===== src/rtl/cmd_uart_wrapper.sv =====
// cmd_uart_wrapper: UART front end that pairs received bytes into 16-bit commands and serialises 8-bit responses.
//   clk, rst     : system clock, asynchronous active-high reset
//   RX, TX       : host serial lines, idle high, 8N1, BAUD_DIV clocks per bit
//   cmd, cmd_rdy : assembled {first byte, second byte} and its ready flag
//   clr_cmd_rdy  : core acknowledge, clears cmd_rdy
//   resp         : response byte, latched when send_resp is accepted
//   send_resp    : one-cycle transmit request (ignored while a frame is in flight)
//   resp_sent    : one-cycle pulse at the end of the response stop bit
module cmd_uart_wrapper #(
    parameter int BAUD_DIV = 868,
    parameter int TMO_BITS = 40
) (
    input  logic        clk,
    input  logic        rst,
    input  logic        RX,
    output logic        TX,
    output logic [15:0] cmd,
    output logic        cmd_rdy,
    input  logic        clr_cmd_rdy,
    input  logic [7:0]  resp,
    input  logic        send_resp,
    output logic        resp_sent
);
    localparam int CW = $clog2(BAUD_DIV);
    localparam int TMO = TMO_BITS * BAUD_DIV;
    localparam int TW = $clog2(TMO);
    localparam logic [CW-1:0] HALF = CW'(BAUD_DIV / 2 - 1);
    localparam logic [CW-1:0] FULL = CW'(BAUD_DIV - 1);
    localparam logic [TW-1:0] TMO_END = TW'(TMO - 1);
    localparam logic [1:0] S_IDLE = 2'd0, S_START = 2'd1, S_DATA = 2'd2, S_STOP = 2'd3;
    localparam logic A_HI = 1'b0, A_LO = 1'b1;

    logic [1:0]    rx_sync;
    logic          rx_s;
    logic [1:0]    rx_st;
    logic [CW-1:0] rx_cnt;
    logic [2:0]    rx_bit;
    logic [7:0]    rx_sh;
    logic          rx_ferr;
    logic          rx_done;
    logic          rx_tick;
    logic          rx_start_ok;
    logic          asm_st;
    logic [TW-1:0] tmo_cnt;
    logic [1:0]    tx_st;
    logic [CW-1:0] tx_cnt;
    logic [2:0]    tx_bit;
    logic [7:0]    tx_sh;
    logic          tx_tick;

    assign rx_s        = rx_sync[1];
    // the start bit is checked at its centre, every later bit one full period on
    assign rx_tick     = rx_cnt == (rx_st == S_START ? HALF : FULL);
    assign rx_start_ok = rx_st == S_START && rx_tick && !rx_s;
    assign tx_tick     = tx_cnt == FULL;

    always_ff @(posedge clk or posedge rst) begin
        if (rst) begin
            rx_sync <= 2'b11;
            rx_st   <= S_IDLE;
            rx_cnt  <= '0;
            rx_bit  <= '0;
            rx_sh   <= '0;
            rx_ferr <= 1'b0;
            rx_done <= 1'b0;
        end else begin
            rx_sync <= {rx_sync[0], RX};
            rx_done <= 1'b0;
            rx_cnt  <= (rx_st == S_IDLE || rx_tick) ? '0 : rx_cnt + 1'b1;
            case (rx_st)
                S_IDLE:  if (!rx_s) rx_st <= S_START;
                S_START: if (rx_tick) begin
                    rx_st  <= rx_s ? S_IDLE : S_DATA;
                    rx_bit <= '0;
                end
                S_DATA:  if (rx_tick) begin
                    rx_sh  <= {rx_s, rx_sh[7:1]};
                    rx_bit <= rx_bit + 1'b1;
                    if (rx_bit == 3'd7) rx_st <= S_STOP;
                end
                S_STOP: begin
                    // after a framing error, hold here until the line returns high
                    if (rx_ferr) begin
                        if (rx_s) begin
                            rx_ferr <= 1'b0;
                            rx_st   <= S_IDLE;
                        end
                    end else if (rx_tick) begin
                        rx_done <= rx_s;
                        rx_ferr <= !rx_s;
                        if (rx_s) rx_st <= S_IDLE;
                    end
                end
            endcase
        end
    end

    always_ff @(posedge clk or posedge rst) begin
        if (rst) begin
            asm_st  <= A_HI;
            tmo_cnt <= '0;
            cmd     <= '0;
            cmd_rdy <= 1'b0;
        end else begin
            if (rx_done) begin
                if (asm_st == A_HI) cmd[15:8] <= rx_sh;
                else cmd[7:0] <= rx_sh;
                asm_st  <= ~asm_st;
                tmo_cnt <= '0;
            end else if (asm_st == A_LO && rx_st == S_IDLE) begin
                // the timeout only advances while no byte is being received
                tmo_cnt <= tmo_cnt + 1'b1;
                if (tmo_cnt == TMO_END) asm_st <= A_HI;
            end
            cmd_rdy <= (rx_done && asm_st == A_LO) || (cmd_rdy && !clr_cmd_rdy && !rx_start_ok);
        end
    end

    always_ff @(posedge clk or posedge rst) begin
        if (rst) begin
            tx_st     <= S_IDLE;
            tx_cnt    <= '0;
            tx_bit    <= '0;
            tx_sh     <= '0;
            TX        <= 1'b1;
            resp_sent <= 1'b0;
        end else begin
            resp_sent <= 1'b0;
            tx_cnt    <= (tx_st == S_IDLE || tx_tick) ? '0 : tx_cnt + 1'b1;
            case (tx_st)
                S_IDLE:  if (send_resp) begin
                    tx_sh <= resp;
                    TX    <= 1'b0;
                    tx_st <= S_START;
                end
                S_START: if (tx_tick) begin
                    TX     <= tx_sh[0];
                    tx_sh  <= tx_sh >> 1;
                    tx_bit <= '0;
                    tx_st  <= S_DATA;
                end
                S_DATA:  if (tx_tick) begin
                    tx_bit <= tx_bit + 1'b1;
                    TX     <= tx_bit == 3'd7 ? 1'b1 : tx_sh[0];
                    tx_sh  <= tx_sh >> 1;
                    if (tx_bit == 3'd7) tx_st <= S_STOP;
                end
                S_STOP:  if (tx_tick) begin
                    resp_sent <= 1'b1;
                    tx_st     <= S_IDLE;
                end
            endcase
        end
    end
endmodule


===== config.mk =====
export PLATFORM = sky130hd
export DESIGN_NAME = cmd_uart_wrapper
export DESIGN_NICKNAME = d
export VERILOG_FILES = /design/src/rtl/cmd_uart_wrapper.sv
export SDC_FILE = /design/constraint.sdc
export NUM_CORES = 1
export LEC_CHECK = 0
export CAP_MARGIN = 10
export CORE_MARGIN = 10
export CORE_UTILIZATION = 40
export CTS_BUF_LIST = sky130_fd_sc_hd__clkbuf_16
export CTS_CLUSTER_DIAMETER = 30
export DETAILED_ROUTE_END_ITERATION = 10
export GPL_TIMING_DRIVEN = 0
export PLACE_DENSITY = 0.63
export SLEW_MARGIN = 20
export SYNTH_ARGS = -nofsm -noshare
export SYNTH_HDL_FRONTEND = slang
export SYNTH_SLANG_ARGS = --single-unit

===== constraint.sdc =====
create_clock -name clk -period 6.7 [get_ports clk]
set_input_delay 1.34 -clock clk [delete_from_list [all_inputs] [get_ports clk]]
set_output_delay 1.34 -clock clk [all_outputs]
set_load 0.005 [all_outputs]

==> impl_metrics.py <==
metrics = {
    "clocking": {
        "cts_resized": 0,
        "post-cts-setup-buffer-count": 0,
        "clock_latency_ns": 0.33,
        "cts-htree-levels": 3,
        "cts_tree": "done",
        "cts_root_buf": "clkbuf_16",
        "cts.clk_slew.worst_paths_ns": 0.06,
        "cts_hold_buf": 0,
        "cts_num_sinks": 86,
        "cts_buffers": 9,
        "clockBufferDepth": 2,
    },
    "floorplan": {
        "die_area_mm2": 0.01443,
        "fp-row-count": 36,
        "ios": 32,
        "start_util": 0.4101,
        "core_area_mm2": 0.009774,
        "die_w_um": 120.1,
        "die_h_um": 120.1,
    },
    "setup_path": {
        "criticalPathCategory": "register to primary output",
        "crit_fanout": 3,
        "path_cells": "clkdlybuf4s50_1",
        "cp_num_buf_inv": 1,
        "crit_arrival_ns": 1.38,
        "path_delay_family": "flip-flops",
        "required_ns": 5.36,
        "endpoint_kind": "primary output",
        "startpoint_type": "register",
        "critPathSlowestCell": "dfstp_2",
        "cp_slowest_stage_delay_ns": 0.54,
    },
    "sta": {
        "slew-limit-headroom": 0.4166,
        "timing.fmax_ghz": 0.3683,
        "finalCriticalPeriod_ns": 2.715,
        "tns_ns": 0,
        "holdWs_ns": 0.3673,
        "final.setup.worst_slack_ns": 3.985,
        "rsz0062_at_grt": "false",
        "min_period_over_period": 0.4052,
        "timing_hold_violations_final": 0,
        "setup_viol": 0,
        "tightest_slew_ns": 0.8751,
        "slew_viol_final": 0,
        "skew_ns": 0.005623,
    },
    "place": {
        "portBuffers": 31,
        "dp_hpwl_um": 5331,
        "place_congestion": 0.7768,
        "pre_cts_ws_ns": 3.659,
    },
    "flow_run": {
        "drv_cap": 0,
    },
    "synth": {
        "synth_ff_type": "dfrtp_1",
        "ys_ff_latch": 86,
        "yosys_warnings": 0,
        "syn_inst": 356,
        "synth_cell_types": 48,
        "async_flop_share": 1.000,
        "syn-cell-area_mm2": 0.004009,
        "synth-edff-count": 0,
        "synth_fp_nets": 381,
        "syn_area_per_cell_um2": 11.26,
        "ys_seq_area_frac": 0.5378,
    },
    "min_path": {
        "hold_class": "register to register",
    },
    "grt": {
        "grt_max_degree": 47,
        "grt-ovfl-total": 0,
        "antenna_found_initial": 0,
        "grt_pass1_wl_um": 12960,
        "grt_pass1_vias": 2776,
        "track_usage": 0.1074,
    },
    "drt": {
        "route.final.wire_length_um": 7511,
        "dr_total_vias": 2783,
        "routed_via_density": 5.182,
        "drt_iter0_markers": 168,
        "first_pass_iters": 4,
        "postRouteAntennaNets": 0,
        "drc": 0,
        "avgRoutedWirePerCell_um": 13.99,
    },
    "final_layout": {
        "fin_nets": 424,
        "diodes": 0,
        "area_delta_synth_final_pct": 19.29,
        "post-route-util": 0.4892,
        "layout-drive-gt1-share": 0.1634,
    },
    "pwr": {
        "p_leak_uw": 0.002147,
        "peakVddDrop_v": 0.00009194,
        "power_density_mw_per_mm2": 205.2,
        "p_total_uw": 981.5,
    },
    "status": {
        "outcome": "complete, no violations",
    },
}
==> where the power goes <==
part           switching, µW  total, µW  internal [µW]
Combinational           11.3       19.3           7.96
Clock                    193        441            248
Sequential             0.660        521            521
Total                    205        981            777
==> synth_stat cells (3+ instances only) <==
cell | number | area [µm²]
a21oi_1 | 10 | 50.05
a31oi_1 | 3 | 18.77
a32o_1 | 3 | 30.03
and2_1 | 3 | 18.77
buf_2 | 3 | 15.01
clkbuf_1 | 8 | 30.03
dfrtp_1 | 83 | 2077
dfstp_2 | 3 | 78.83
ha_1 | 12 | 150.1
inv_1 | 13 | 48.80
mux2_2 | 39 | 439.2
nand2_1 | 19 | 71.32
nand2b_1 | 5 | 31.28
nand3_1 | 18 | 90.09
nand4_1 | 6 | 37.54
nor2_1 | 35 | 131.4
nor2b_1 | 4 | 25.02
nor3_1 | 9 | 45.04
nor4_1 | 3 | 18.77
nor4bb_1 | 3 | 30.03
o21ai_0 | 10 | 50.05
or2_2 | 3 | 18.77
or3_1 | 8 | 50.05
or4_1 | 3 | 22.52
xnor2_1 | 16 | 140.1
xor2_1 | 7 | 61.31
==> flip-flops by register name, indices dropped and copies added, names as in the netlist, named ones only <==
register	cells
rx_sh	8
rx_sync	2
rx_st	1
rx_cnt	10
tx_st	2
tx_sh	8
resp_sent	1
TX	1
tx_bit	3
asm_st	1
rx_bit	3
cmd	16
tx_cnt	10
cmd_rdy	1
rx_done	1
rx_ferr	1
tmo_cnt	16
==> layout make-up <==
| class | count | area [µm²] |
|---|---|---|
| clock buffer | 9 | 225.2 |
| buffer | 11 | 45.04 |
| inverter | 13 | 51.30 |
| timing repair buffer | 32 | 337.8 |
| sequential | 86 | 2156 |
| multi-input combinational | 246 | 1759 |
| clock inverter | 7 | 41.29 |
| tap | 133 | 166.4 |
| fill | 907 | 4992 |
==> layout by cell type, fill, tap and decap left out, types with 3 or more instances in the layout <==
cell type	instances
a32o_1	3
nor2_1	35
clkbuf_1	8
nand4_1	6
mux2_2	39
or2_2	3
dfstp_2	3
nor2b_1	4
xnor2_1	16
clkbuf_16	9
buf_2	3
a31oi_1	3
nand3_1	18
a21oi_1	10
or3_1	8
nor3_1	9
nand2b_1	5
o21ai_0	10
xor2_1	7
ha_1	12
and2_1	3
clkinv_2	4
nand2_1	19
nor4_1	3
dfrtp_1	83
nor4bb_1	3
clkdlybuf4s50_1	31
or4_1	3
inv_1	12
==> final timing paths <==
kind                       depth (start not counted)  slack [ns]              endpoint                 start
setup / recovery                                   1        3.98                    TX        TX$_DFFE_PP1P_
hold / removal                                     0        0.37  rx_sync[1]$_DFF_PP1_  rx_sync[0]$_DFF_PP1_
setup reg to reg                                   6        4.12  tx_sh[0]$_DFFE_PP0P_  tx_st[0]$_DFFE_PP0P_
hold reg to reg                                    0        0.37  rx_sync[1]$_DFF_PP1_  rx_sync[0]$_DFF_PP1_
max in group asynchronous                          3        4.65  rx_sync[1]$_DFF_PP1_                   rst
min in group asynchronous                          2        1.41   tx_cnt[8]$_DFF_PP0_                   rst
==> logic make-up after synthesis <==
kind of cell / Yosys count / synth area share
AO/OA/AOI/OAI: 43 / 0.07335
XOR/XNOR: 23 / 0.05025
adder cells (fa/ha/maj): 12 / 0.03745
buffers and inverters: 24 / 0.02341
flip-flops: 86 / 0.5378
multiplexers: 41 / 0.1145
AND/OR/NAND/NOR: 127 / 0.1632
==> stage by stage <==
| step | instance area, µm² | std cells |
|---|---|---|
| 2_1_floorplan | 4009 | 356 |
| 3_5_place_dp | 4516 | 521 |
| 6_report | 4782 | 537 |
| 3_3_place_gp | 4486 | 520 |
| 4_1_cts | 4782 | 537 |
| 5_1_grt | 4782 | 537 |
==> layer usage <==
| layer | up-vias | routed length, µm | GRT usage |
|---|---|---|---|
| met5 | - | 0 | 0 |
| met4 | 0 | 169 | 0.04977 |
| met3 | 14 | 285 | 0.02391 |
| met2 | 48 | 3378 | 0.1675 |
| met1 | 1371 | 3678 | 0.1391 |
| li1 | 1350 | - | - |
No activity file was read; power rests on OpenSTA's default activity.
